<file path="config.mk">
export PLATFORM = sky130hd
export DESIGN_NAME = pipe_hazard_ctrl_flat
export DESIGN_NICKNAME = d
export VERILOG_FILES = /design/src/rtl/pipe_hazard_ctrl_if.sv /design/src/rtl/pipe_hazard_ctrl.sv /design/src/flat_wrapper.sv
export SDC_FILE = /design/constraint.sdc
export NUM_CORES = 1
export LEC_CHECK = 0
export CAP_MARGIN = 10
export CORE_MARGIN = 3
export CORE_UTILIZATION = 25
export CTS_BUF_LIST = sky130_fd_sc_hd__clkbuf_2 sky130_fd_sc_hd__clkbuf_4 sky130_fd_sc_hd__clkbuf_8
export CTS_CLUSTER_SIZE = 14
export DETAILED_ROUTE_END_ITERATION = 8
export HOLD_SLACK_MARGIN = 0.05
export SYNTH_ARGS = -nofsm -noshare
export SYNTH_HDL_FRONTEND = slang
export SYNTH_SLANG_ARGS = --single-unit
</file>
<file path="constraint.sdc">
create_clock -name clk -period 4.7 [get_ports clk]
set_input_delay 0.47 -clock clk [delete_from_list [all_inputs] [get_ports clk]]
set_output_delay 0.47 -clock clk [all_outputs]
set_load 0.01 [all_outputs]
</file>
<file path="src/rtl/pipe_hazard_ctrl_if.sv">
// ---------------------------------------------------------------------------
// pipe_hazard_ctrl_if
// Bundles the ID-stage instruction description and the hazard controller's
// responses for the 5-stage IF/ID/EX/MEM/WB core.
//
// Parameters:
//   RF_ADDR_W - register-number width
//   CNT_W     - stall-counter width
//
// Signals (direction seen from the controller, i.e. the slave modport):
//   id_valid, id_rs1, id_rs2, id_rs1_used, id_rs2_used,
//   id_rd, id_rf_we, id_is_load, br_taken            : inputs from ID
//   id_ready_go, if_stall, if_flush,
//   fwd_src1_sel, fwd_src2_sel, stall_cnt            : outputs to the pipeline
//
// Modports:
//   master - the pipeline side that drives the ID description
//   slave  - the hazard controller
// ---------------------------------------------------------------------------
interface pipe_hazard_ctrl_if #(
    parameter int RF_ADDR_W = 5,
    parameter int CNT_W     = 16
);
    logic                 id_valid;
    logic [RF_ADDR_W-1:0] id_rs1;
    logic [RF_ADDR_W-1:0] id_rs2;
    logic                 id_rs1_used;
    logic                 id_rs2_used;
    logic [RF_ADDR_W-1:0] id_rd;
    logic                 id_rf_we;
    logic                 id_is_load;
    logic                 br_taken;

    logic                 id_ready_go;
    logic                 if_stall;
    logic                 if_flush;
    logic [1:0]           fwd_src1_sel;
    logic [1:0]           fwd_src2_sel;
    logic [CNT_W-1:0]     stall_cnt;

    modport master (
        output id_valid, id_rs1, id_rs2, id_rs1_used, id_rs2_used,
               id_rd, id_rf_we, id_is_load, br_taken,
        input  id_ready_go, if_stall, if_flush,
               fwd_src1_sel, fwd_src2_sel, stall_cnt
    );

    modport slave (
        input  id_valid, id_rs1, id_rs2, id_rs1_used, id_rs2_used,
               id_rd, id_rf_we, id_is_load, br_taken,
        output id_ready_go, if_stall, if_flush,
               fwd_src1_sel, fwd_src2_sel, stall_cnt
    );
endinterface

</file>
<file path="src/rtl/pipe_hazard_ctrl.sv">
// ---------------------------------------------------------------------------
// pipe_hazard_ctrl
// Read-after-write hazard and stall controller for the 5-stage core. A shadow
// scoreboard mirrors the destination registers in flight in EX, MEM and WB;
// the instruction sitting in ID is compared against it to decide whether it
// may advance, whether IF must hold, whether IF must be squashed on a taken
// branch, and (optionally) where each operand should be forwarded from.
//
// Ports:
//   clk  - clock
//   rst  - synchronous, active-high reset
//   hz   - pipe_hazard_ctrl_if.slave: ID description in, control out
//
// Configuration macro:
//   HAZARD_FORWARD_EN - when defined, operand forwarding is assumed present,
//                       so only load-use stalls and the forward selects are
//                       driven. When undefined, any pending write to a source
//                       stalls until it has left WB and the selects stay 0.
// ---------------------------------------------------------------------------
module pipe_hazard_ctrl #(
    parameter int RF_ADDR_W = 5,
    parameter int CNT_W     = 16
) (
    input  logic              clk,
    input  logic              rst,
    pipe_hazard_ctrl_if.slave hz
);
    typedef logic [RF_ADDR_W-1:0] reg_idx_t;

    typedef struct packed {
        logic     v;
        reg_idx_t rd;
        logic     load;
    } sb_entry_t;

    sb_entry_t        ex_q, ex_d;
    sb_entry_t        mem_q, mem_d;
    sb_entry_t        wb_q, wb_d;
    logic [CNT_W-1:0] stall_cnt_q, stall_cnt_d;

    logic       rs1_ex, rs1_mem, rs1_wb;
    logic       rs2_ex, rs2_mem, rs2_wb;
    logic       hazard;
    logic       ready_go;
    logic       stall;
    logic [1:0] sel1;
    logic [1:0] sel2;

    function automatic logic stage_match(sb_entry_t s, logic used, reg_idx_t rs);
        return used && (rs != '0) && s.v && (s.rd == rs);
    endfunction

`ifdef HAZARD_FORWARD_EN
    // A loading EX entry cannot forward yet; the caller stalls in that case,
    // so falling through to MEM/WB there is harmless.
    function automatic logic [1:0] pick_sel(logic ex_hit, logic mem_hit,
                                            logic wb_hit, logic ex_load);
        if (ex_hit && !ex_load) return 2'd1;
        else if (mem_hit)       return 2'd2;
        else if (wb_hit)        return 2'd3;
        else                    return 2'd0;
    endfunction
`endif

    // Compare both ID sources against every scoreboard stage and derive the
    // hazard, handshake and forwarding decisions for this cycle.
    always_comb begin
        rs1_ex  = stage_match(ex_q,  hz.id_rs1_used, hz.id_rs1);
        rs1_mem = stage_match(mem_q, hz.id_rs1_used, hz.id_rs1);
        rs1_wb  = stage_match(wb_q,  hz.id_rs1_used, hz.id_rs1);
        rs2_ex  = stage_match(ex_q,  hz.id_rs2_used, hz.id_rs2);
        rs2_mem = stage_match(mem_q, hz.id_rs2_used, hz.id_rs2);
        rs2_wb  = stage_match(wb_q,  hz.id_rs2_used, hz.id_rs2);

`ifdef HAZARD_FORWARD_EN
        // Load data only arrives from DRAM at the end of MEM, so the only
        // unresolvable case is a consumer directly behind its load.
        hazard = (rs1_ex | rs2_ex) & ex_q.load;
        sel1   = pick_sel(rs1_ex, rs1_mem, rs1_wb, ex_q.load);
        sel2   = pick_sel(rs2_ex, rs2_mem, rs2_wb, ex_q.load);
`else
        // No bypass paths and no regfile write-through: wait until the
        // producer has fully retired.
        hazard = rs1_ex | rs1_mem | rs1_wb | rs2_ex | rs2_mem | rs2_wb;
        sel1   = 2'd0;
        sel2   = 2'd0;
`endif

        ready_go = ~hz.id_valid | ~hazard;
        stall    = hz.id_valid & hazard;
    end

    // Next-state: the scoreboard slides one stage per cycle; EX only gets a
    // real entry when a writing instruction actually leaves ID.
    always_comb begin
        ex_d      = '0;
        mem_d     = ex_q;
        wb_d      = mem_q;
        if (hz.id_valid && ready_go && hz.id_rf_we && (hz.id_rd != '0)) begin
            ex_d.v    = 1'b1;
            ex_d.rd   = hz.id_rd;
            ex_d.load = hz.id_is_load;
        end

        stall_cnt_d = stall_cnt_q;
        if (stall && !(&stall_cnt_q)) begin
            stall_cnt_d = stall_cnt_q + 1'b1;
        end
    end

    // State registers; reset empties the scoreboard so any stall in progress
    // is released on the following cycle.
    always_ff @(posedge clk) begin
        if (rst) begin
            ex_q        <= '0;
            mem_q       <= '0;
            wb_q        <= '0;
            stall_cnt_q <= '0;
        end else begin
            ex_q        <= ex_d;
            mem_q       <= mem_d;
            wb_q        <= wb_d;
            stall_cnt_q <= stall_cnt_d;
        end
    end

    // Load flags of the older stages never influence a decision.
    logic unused_load_bits;
    assign unused_load_bits = ^{ex_q.load, mem_q.load, wb_q.load};

    assign hz.id_ready_go  = ready_go;
    assign hz.if_stall     = stall;
    assign hz.if_flush     = hz.id_valid & ready_go & hz.br_taken;
    assign hz.fwd_src1_sel = sel1;
    assign hz.fwd_src2_sel = sel2;
    assign hz.stall_cnt    = stall_cnt_q;
endmodule
</file>
<file path="src/flat_wrapper.sv">
// flat-port wrapper written by rule: the top's interface ports become plain ports
module pipe_hazard_ctrl_flat 
#(
    parameter int RF_ADDR_W = 5,
    parameter int CNT_W     = 16
)
  (clk, rst, hz_id_valid, hz_id_rs1, hz_id_rs2, hz_id_rs1_used, hz_id_rs2_used, hz_id_rd, hz_id_rf_we, hz_id_is_load, hz_br_taken, hz_id_ready_go, hz_if_stall, hz_if_flush, hz_fwd_src1_sel, hz_fwd_src2_sel, hz_stall_cnt);
  pipe_hazard_ctrl_if #(.RF_ADDR_W(RF_ADDR_W), .CNT_W(CNT_W)) hz_i ();
  input  logic clk;
  input  logic rst;
  input wire logic [$bits(hz_i.id_valid)-1:0] hz_id_valid;
  input wire logic [$bits(hz_i.id_rs1)-1:0] hz_id_rs1;
  input wire logic [$bits(hz_i.id_rs2)-1:0] hz_id_rs2;
  input wire logic [$bits(hz_i.id_rs1_used)-1:0] hz_id_rs1_used;
  input wire logic [$bits(hz_i.id_rs2_used)-1:0] hz_id_rs2_used;
  input wire logic [$bits(hz_i.id_rd)-1:0] hz_id_rd;
  input wire logic [$bits(hz_i.id_rf_we)-1:0] hz_id_rf_we;
  input wire logic [$bits(hz_i.id_is_load)-1:0] hz_id_is_load;
  input wire logic [$bits(hz_i.br_taken)-1:0] hz_br_taken;
  output wire logic [$bits(hz_i.id_ready_go)-1:0] hz_id_ready_go;
  output wire logic [$bits(hz_i.if_stall)-1:0] hz_if_stall;
  output wire logic [$bits(hz_i.if_flush)-1:0] hz_if_flush;
  output wire logic [$bits(hz_i.fwd_src1_sel)-1:0] hz_fwd_src1_sel;
  output wire logic [$bits(hz_i.fwd_src2_sel)-1:0] hz_fwd_src2_sel;
  output wire logic [$bits(hz_i.stall_cnt)-1:0] hz_stall_cnt;
  assign hz_i.id_valid = hz_id_valid;
  assign hz_i.id_rs1 = hz_id_rs1;
  assign hz_i.id_rs2 = hz_id_rs2;
  assign hz_i.id_rs1_used = hz_id_rs1_used;
  assign hz_i.id_rs2_used = hz_id_rs2_used;
  assign hz_i.id_rd = hz_id_rd;
  assign hz_i.id_rf_we = hz_id_rf_we;
  assign hz_i.id_is_load = hz_id_is_load;
  assign hz_i.br_taken = hz_br_taken;
  assign hz_id_ready_go = hz_i.id_ready_go;
  assign hz_if_stall = hz_i.if_stall;
  assign hz_if_flush = hz_i.if_flush;
  assign hz_fwd_src1_sel = hz_i.fwd_src1_sel;
  assign hz_fwd_src2_sel = hz_i.fwd_src2_sel;
  assign hz_stall_cnt = hz_i.stall_cnt;
  pipe_hazard_ctrl #(.RF_ADDR_W(RF_ADDR_W), .CNT_W(CNT_W)) u_core (.clk(clk), .rst(rst), .hz(hz_i));
endmodule
</file>
==> summary.md, run 1 <==
| Metric | Value |
|---|---|
| Status | `completed` |
| EDFF count, synth | `0` |
| Vias per cell | `4.514` |
| Max clock buf depth | `2` |
| CTS H-tree lvls | `2` |
| # port buffers | `40` |
| Non-Filler Instances | `356` |
| Fill count | `790` |
| Worst hold path depth | `1` |
| Setup TNS | `0 ns` |
| Worst slew pin tran | `0.8676 ns` |
| Post-synth top area cell | `dfxtp_1` |
| Top post-synthesis cells by area | `dfxtp_1 33%, xor2_1 10%, nor2b_1 8.0%` |
| Power Density | `239.1 nW/um^2` |
| Final Instance Area | `2609 sq um` |
| Post-route setup slack | `1.062 ns` |
| Crit path max fanout | `16` |
| Final period utilization | `0.7740` |
| Die Y | `96.24 um` |
| Pleak | `0.9581 nW` |
| Post_cts resized | `0` |
| Internal | `0.4771 mW` |
| Dpl hpwl | `3494 um` |
| Area of the multi-input gates | `1257 sq um` |
| Seq/Total Area, Yosys | `0.3344` |
| Layout cells sized above 1 | `0.1457` |
| Post-synthesis register bit count | `34` |
| DRT Pass-1 Iters | `4` |
| Net Sw Frac | `0.2349` |
| Post-route minimum period | `3.638 ns` |
| Grt peak-use layer | `met2` |
| GRT Total Usage | `0.1088` |
| Skew-Pair Late Insertion Delay | `0.29 ns` |
| Initial Utilization | `0.2607` |
| Fmax | `0.2749 GHz` |
| Async set-or-reset flop fraction in the synthesized netlist | `0` |
| Post-Place Worst Slack | `1.053 ns` |
| Die area | `9261 sq um` |
| Max-cap viol count | `0` |
| Clock sinks | `34` |
| Number of buffers added for setup after CTS | `0` |
| Clock power share | `0.430` |
| First-pass GRT wire length | `7700 um` |
| Area grow syn2layout | `28.15%` |
| Slew margin rel. | `0.4216` |
| Area post-placement | `2500 sq um` |
| Initial drt markers | `91` |
| Sequential share of power | `0.471` |
| Min-delay src | `u_core.ex_q[6]` |
| Yosys top cell area share | `0.3344` |
| # DRC | `0` |
| Global route overflow | `0` |
| Power Total | `0.6236 mW` |
| RSZ-0062 raised after global routing | `false` |
| Reg clk slew, reported paths | `0.07 ns` |
| Die Width | `96.24 um` |
| Post-detailed-route count of antenna-violating nets | `0` |
| Largest net degree at the start of global routing | `44` |
| Mean Syn Cell Area | `9.557 sq um` |
| Utilization after layout | `0.3341` |
| Antenna Cells | `0` |
| FF/Latch Area | `680.7 sq um` |
| Part of the power in combinational logic | `0.099` |
| Via count | `1,607` |
| Yosys cell types | `41` |
| Final setup viols | `0` |
| Fin Hold WS | `0.4838 ns` |
| # placed instances | `348` |
| Max-slew violation count | `0` |
| Mapped Cells | `213` |
| FF-to-FF End | `u_core.hz.stall_cnt[7]` |
| Root buf cell | `clkbuf_8` |
| Met1 Resource Use GR | `0.1419` |
| Switch Pwr | `0.1465 mW` |
| Std-Cell Rows | `32` |
| Vias in the first global route | `1,606` |
| Max VDD drop | `0.08879 mV` |
| Startpoint types | `primary input` |
| Setup Crit Path Kind | `in2out` |
| R2R Path Start | `u_core.wb_q[3]` |
| HP Class | `reg2reg` |
| GPL Wtd Cong | `0.7952` |
| Core area | `7807 sq um` |
| Crit. End Element | `primary output` |
| Initial antenna violation count | `0` |
| WP data required | `4.23 ns` |
| Mapped cell area | `2036 sq um` |
| IO Count | `46` |
| Final nets | `277` |
| Post-Route WL | `4675 um` |
| GR Util met2 | `0.1696` |
| Hold Vio Cnt, Final | `0` |
| Main synth FF type | `dfxtp_1` |
| Cells on worst reg2reg path | `6` |
| CTS tree | `yes` |
| GR Util met3 | `0.02189` |
| Post-CTS Hold Fix Bufs | `0` |
| Arrival @ worst endpoint | `3.17 ns` |
| Worst Clk Skew | `0.004564 ns` |
| Drt wl/cell | `13.13 um` |
| Reg2reg setup slack | `2.43 ns` |
| Hold Path End | `u_core.mem_q[6]` |
| Num CTS Buffers | `5` |
| Yosys warns | `0` |
==> power groups by stage <==
stage	registers, mW	logic (mW)	clock network [mW]
floorplan	0.300	0.0333	0
global placement	0.301	0.0611	0
detailed placement	0.301	0.0618	0
CTS	0.294	0.0622	0.277
global route	0.294	0.0682	0.286
finish	0.294	0.0615	0.268
==> sequential cells by signal (all words and copies together) (netlist names) <==
signal and count:
u_core.mem_q 6, u_core.ex_q 6, u_core.hz.stall_cnt 16, u_core.wb_q 6
==> cells by family (layout without fill, tap and decap cells) <==
| logic type | count (synthesis) | count (layout) | share of synthesized area |
|---|---|---|---|
| other | 1 | 4 | 0.001842 |
| multiplexers | 14 | 14 | 0.09035 |
| buffers and inverters | 17 | 55 | 0.05347 |
| adder cells (fa/ha/maj) | 1 | 1 | 0.006145 |
| AO/OA/AOI/OAI | 28 | 28 | 0.1328 |
| XOR/XNOR | 30 | 30 | 0.1291 |
| flip-flops | 34 | 34 | 0.3344 |
| AND/OR/NAND/NOR | 88 | 88 | 0.2520 |
==> metal layers <==
metal | wire length [um] | up-vias
li1 | - | 821
met1 | 2211 | 743
met2 | 2172 | 36
met3 | 197 | 7
met4 | 92 | 0
met5 | 0 | -
==> worst max-delay path by stage <==
stage / startpoint / cells after the start / endpoint
2_1_floorplan: hz_id_rs2[0] / 6 / hz_if_stall
4_1_cts: hz_id_rs2[1] / 7 / hz_if_flush
3_3_place_gp: hz_id_rs2[3] / 7 / hz_if_flush
5_1_grt: hz_id_rs2[1] / 7 / hz_if_flush
3_5_place_dp: hz_id_rs2[1] / 7 / hz_if_flush
6_report: hz_id_rs2[1] / 7 / hz_if_flush
==> cells in the final DEF (no fill, tap or decap), types with 2 or more instances in the layout <==
cell | Yosys | final
a2111oi_2 | 2 | 2
nor2_1 | 17 | 17
a211oi_2 | 8 | 8
nor4_1 | 6 | 6
dfxtp_1 | 34 | 34
nor3_1 | 2 | 2
mux2_1 | 3 | 3
and2_1 | 5 | 5
xor2_1 | 24 | 24
clkdlybuf4s50_1 | 0 | 40
o21ai_0 | 4 | 4
nor2b_1 | 26 | 26
xnor2_1 | 6 | 6
a211oi_1 | 4 | 4
or4_1 | 3 | 3
o221ai_1 | 2 | 2
mux2_4 | 7 | 7
nand2_1 | 5 | 5
buf_4 | 5 | 2
and3_1 | 5 | 5
clkbuf_8 | 0 | 5
clkinv_2 | 0 | 2
nand3_1 | 12 | 12
mux2_2 | 4 | 4
inv_1 | 5 | 5
a21oi_1 | 2 | 2
conb_1 | 1 | 4
==> critical path: stages <==
cell	delay [ns]
clkdlybuf4s50_1	0.59
xor2_1	0.17
nor4_1	0.07
and3_1	0.22
o31ai_4	0.78
and4_1	0.31
clkdlybuf4s50_1	0.54
==> cells in the mapped netlist (3+ instances only) <==
| library cell | count |
|---|---|
| a211oi_1 | 4 |
| a211oi_2 | 8 |
| and2_1 | 5 |
| and3_1 | 5 |
| buf_4 | 5 |
| clkbuf_1 | 4 |
| dfxtp_1 | 34 |
| inv_1 | 5 |
| mux2_1 | 3 |
| mux2_2 | 4 |
| mux2_4 | 7 |
| nand2_1 | 5 |
| nand3_1 | 12 |
| nor2_1 | 17 |
| nor2b_1 | 26 |
| nor4_1 | 6 |
| o21ai_0 | 4 |
| or4_1 | 3 |
| xnor2_1 | 6 |
| xor2_1 | 24 |
==> cell type report <==
| cell class | instances | share of cell area |
|---|---|---|
| Clock buffer | 5 | 0.02638 |
| Clock inverter | 3 | 0.01535 |
| Inverter | 5 | 0.007194 |
| Multi-Input combinational cell | 165 | 0.4820 |
| Sequential cell | 34 | 0.2609 |
| Tap cell | 102 | 0.04892 |
| Timing Repair Buffer | 42 | 0.1592 |
Power figures use the tool's default switching activity.
==> inputs of run 2 (changes only) <==
- clock period: 4.7 -> 3.6 ns (I/O delays scaled with it)
==> summary.md, run 2 (synthesized netlist as in run 1, its figures left out) <==
| Metric | Value |
|---|---|
| Power Density | `290.2 nW/um^2 (was 239.1 nW/um^2)` |
| CTS tree | `yes (unchanged)` |
| Setup Crit Path Kind | `in2out (unchanged)` |
| Arrival @ worst endpoint | `2.84 ns (was 3.17 ns)` |
| Antenna Cells | `0 (unchanged)` |
| Buf/Inv on CP | `3 (was 2)` |
| Max-cap viol count | `0 (unchanged)` |
| Power Total | `0.7539 mW (was 0.6236 mW)` |
| Final period utilization | `0.8887` |
| Die Y | `96.24 um (unchanged)` |
| Max-slew violation count | `0 (unchanged)` |
| Die Width | `96.24 um (unchanged)` |
| Die area | `9261 sq um (unchanged)` |
| Dpl hpwl | `3524 um (was 3494 um)` |
| Post-Route WL | `4649 um (was 4675 um)` |
| Crit path max fanout | `4 (was 16)` |
| Area grow syn2layout | `27.60% (was 28.15%)` |
| RSZ-0062 raised after global routing | `false (unchanged)` |
| Fill count | `809 (was 790)` |
| Root buf cell | `clkbuf_8 (unchanged)` |
| # port buffers | `40 (unchanged)` |
| Post-Place Worst Slack | `0.3228 ns (was 1.053 ns)` |
| Crit-path max cell delay | `0.60 ns (was 0.78 ns)` |
| Most frequent cells in the layout | `40 x clkdlybuf4s50_1, 34 x dfxtp_1, 26 x nor2b_1 (unchanged)` |
| Largest net degree at the start of global routing | `44 (unchanged)` |
| Layout cells sized above 1 | `0.1490 (was 0.1457)` |
| Final Instance Area | `2597 sq um (was 2609 sq um)` |
| HP Class | `reg2reg (unchanged)` |
| Crit. End Element | `primary output (unchanged)` |
| GPL Wtd Cong | `0.7913 (was 0.7952)` |
| GRT Total Usage | `0.1050 (was 0.1088)` |
| Clock sinks | `34 (unchanged)` |
| Area post-placement | `2507 sq um (was 2500 sq um)` |
| Startpoint types | `primary input (unchanged)` |
| CP delay by family, top | `buffers and inverters (unchanged)` |
| Number of buffers added for setup after CTS | `0 (unchanged)` |
| Fmax | `0.3126 GHz` |
| Skew-Pair Late Insertion Delay | `0.30 ns (was 0.29 ns)` |
| Max VDD drop | `0.1061 mV (was 0.08879 mV)` |
| Post-route setup slack | `0.4006 ns (was 1.062 ns)` |
| Hold Vio Cnt, Final | `0 (unchanged)` |
| Via count | `1,618 (was 1,607)` |
| Initial antenna violation count | `0 (unchanged)` |
| WP data required | `3.24 ns (was 4.23 ns)` |
| Pleak | `0.9485 nW (was 0.9581 nW)` |
| Drt wl/cell | `13.02 um (was 13.13 um)` |
| Vias per cell | `4.532 (was 4.514)` |
| Max clock buf depth | `2 (unchanged)` |
| First-pass GRT wire length | `7389 um (was 7700 um)` |
| Post-CTS Hold Fix Bufs | `0 (unchanged)` |
| Num CTS Buffers | `5 (unchanged)` |
| CP Cell Sequence | `clkdlybuf4s50_1 > or4_1 > o21ai_0 > inv_1 > o31a_1 > o21ai_0 > clkdlybuf4s50_1 (was clkdlybuf4s50_1 > xor2_1 > nor4_1 > and3_1 > o31ai_4 > and4_1 > clkdlybuf4s50_1)` |
| Global route overflow | `0 (unchanged)` |
| Setup TNS | `0 ns (unchanged)` |
| Most common cell after layout, fill and taps aside | `clkdlybuf4s50_1 (unchanged)` |
| Std-Cell Rows | `32 (unchanged)` |
| Status | `completed (unchanged)` |
| Final setup viols | `0 (unchanged)` |
| Reg2reg setup slack | `1.32 ns (was 2.43 ns)` |
| Final nets | `278 (was 277)` |
| Reg clk slew, reported paths | `0.07 ns (about the same)` |
| Max reg flops | `16 (unchanged)` |
| IO Count | `46 (unchanged)` |
| Core area | `7807 sq um (unchanged)` |
| Post-detailed-route count of antenna-violating nets | `0 (unchanged)` |
| CTS H-tree lvls | `2 (unchanged)` |
| Critical Path Slowest Stage Cell | `clkdlybuf4s50_1 (was o31ai_4)` |
| Initial drt markers | `43 (was 91)` |
| Vias in the first global route | `1,485 (was 1,606)` |
| DRT Pass-1 Iters | `4 (unchanged)` |
| Worst Clk Skew | `0.008002 ns (was 0.004564 ns)` |
| Post-route minimum period | `3.199 ns` |
| # DRC | `0 (unchanged)` |
| Initial Utilization | `0.2607 (unchanged)` |
| Post_cts resized | `0 (unchanged)` |
[run 2: changes by cell type in the layout (fill, tap and decap cells not counted)]
cell        delta
bufinv_16      -1
clkinv_4       +1
clkinv_2       -1
clkinvlp_4     +1
buf_4          +1
[run 2: per-layer routing]
metal,routed length [um],vias up,global-route usage
met5,0,-,0
met4,106,0,0.05687
met3,213,8,0.02346
met2,2203,33,0.1627
met1,2125,756,0.1344
li1,-,821,-
[run 2: per-stage QoR]
step	hold slack, ns	utilization	std cells
6_report	0.4969	0.3327	357
5_1_grt	0.5224	0.3327	357
4_1_cts	0.5032	0.3327	357
3_5_place_dp	0.4886	0.3212	349
3_3_place_gp	0.4814	0.3212	349
2_1_floorplan	0.4516	-	216
[run 2: path summary, 6_finish.rpt]
check | startpoint | end | cells after the start
max reg2reg | u_core.ex_q[3] | u_core.hz.stall_cnt[10] | 7
min | u_core.mem_q[6] | u_core.wb_q[6] | 1
min reg2reg | u_core.mem_q[6] | u_core.wb_q[6] | 1
max | hz_id_rs2[3] | hz_id_ready_go | 7
[run 2: worst reg2reg max path: cells and delay by family, from the launching register on]
family / cells / cell delay [ns]
AOI/OAI and AO/OA: 2 / 0.47
and+or+nand+nor: 2 / 0.62
xor gates and xnor gates: 1 / 0.16
DFF: 1 / 0.34
buffers and inverters: 1 / 0.21
muxes: 1 / 0.37
[run 2: power breakdown]
part / switching (mW) / internal (mW) / leakage, nW
registers: 0.00396 / 0.380 / 0.275
clock network: 0.154 / 0.136 / 0.0441
logic: 0.0409 / 0.0394 / 0.630
total: 0.199 / 0.555 / 0.948
[run 2: layout make-up]
cell class | count | area (sq um) | area share
clock buffer | 5 | 68.82 | 0.02649
clock inverter | 3 | 21.27 | 0.008189
inverter | 5 | 18.77 | 0.007225
multi-input combinational | 165 | 1257 | 0.4841
sequential | 34 | 680.7 | 0.2620
tap | 102 | 127.6 | 0.04913
timing repair buffer | 43 | 422.9 | 0.1628
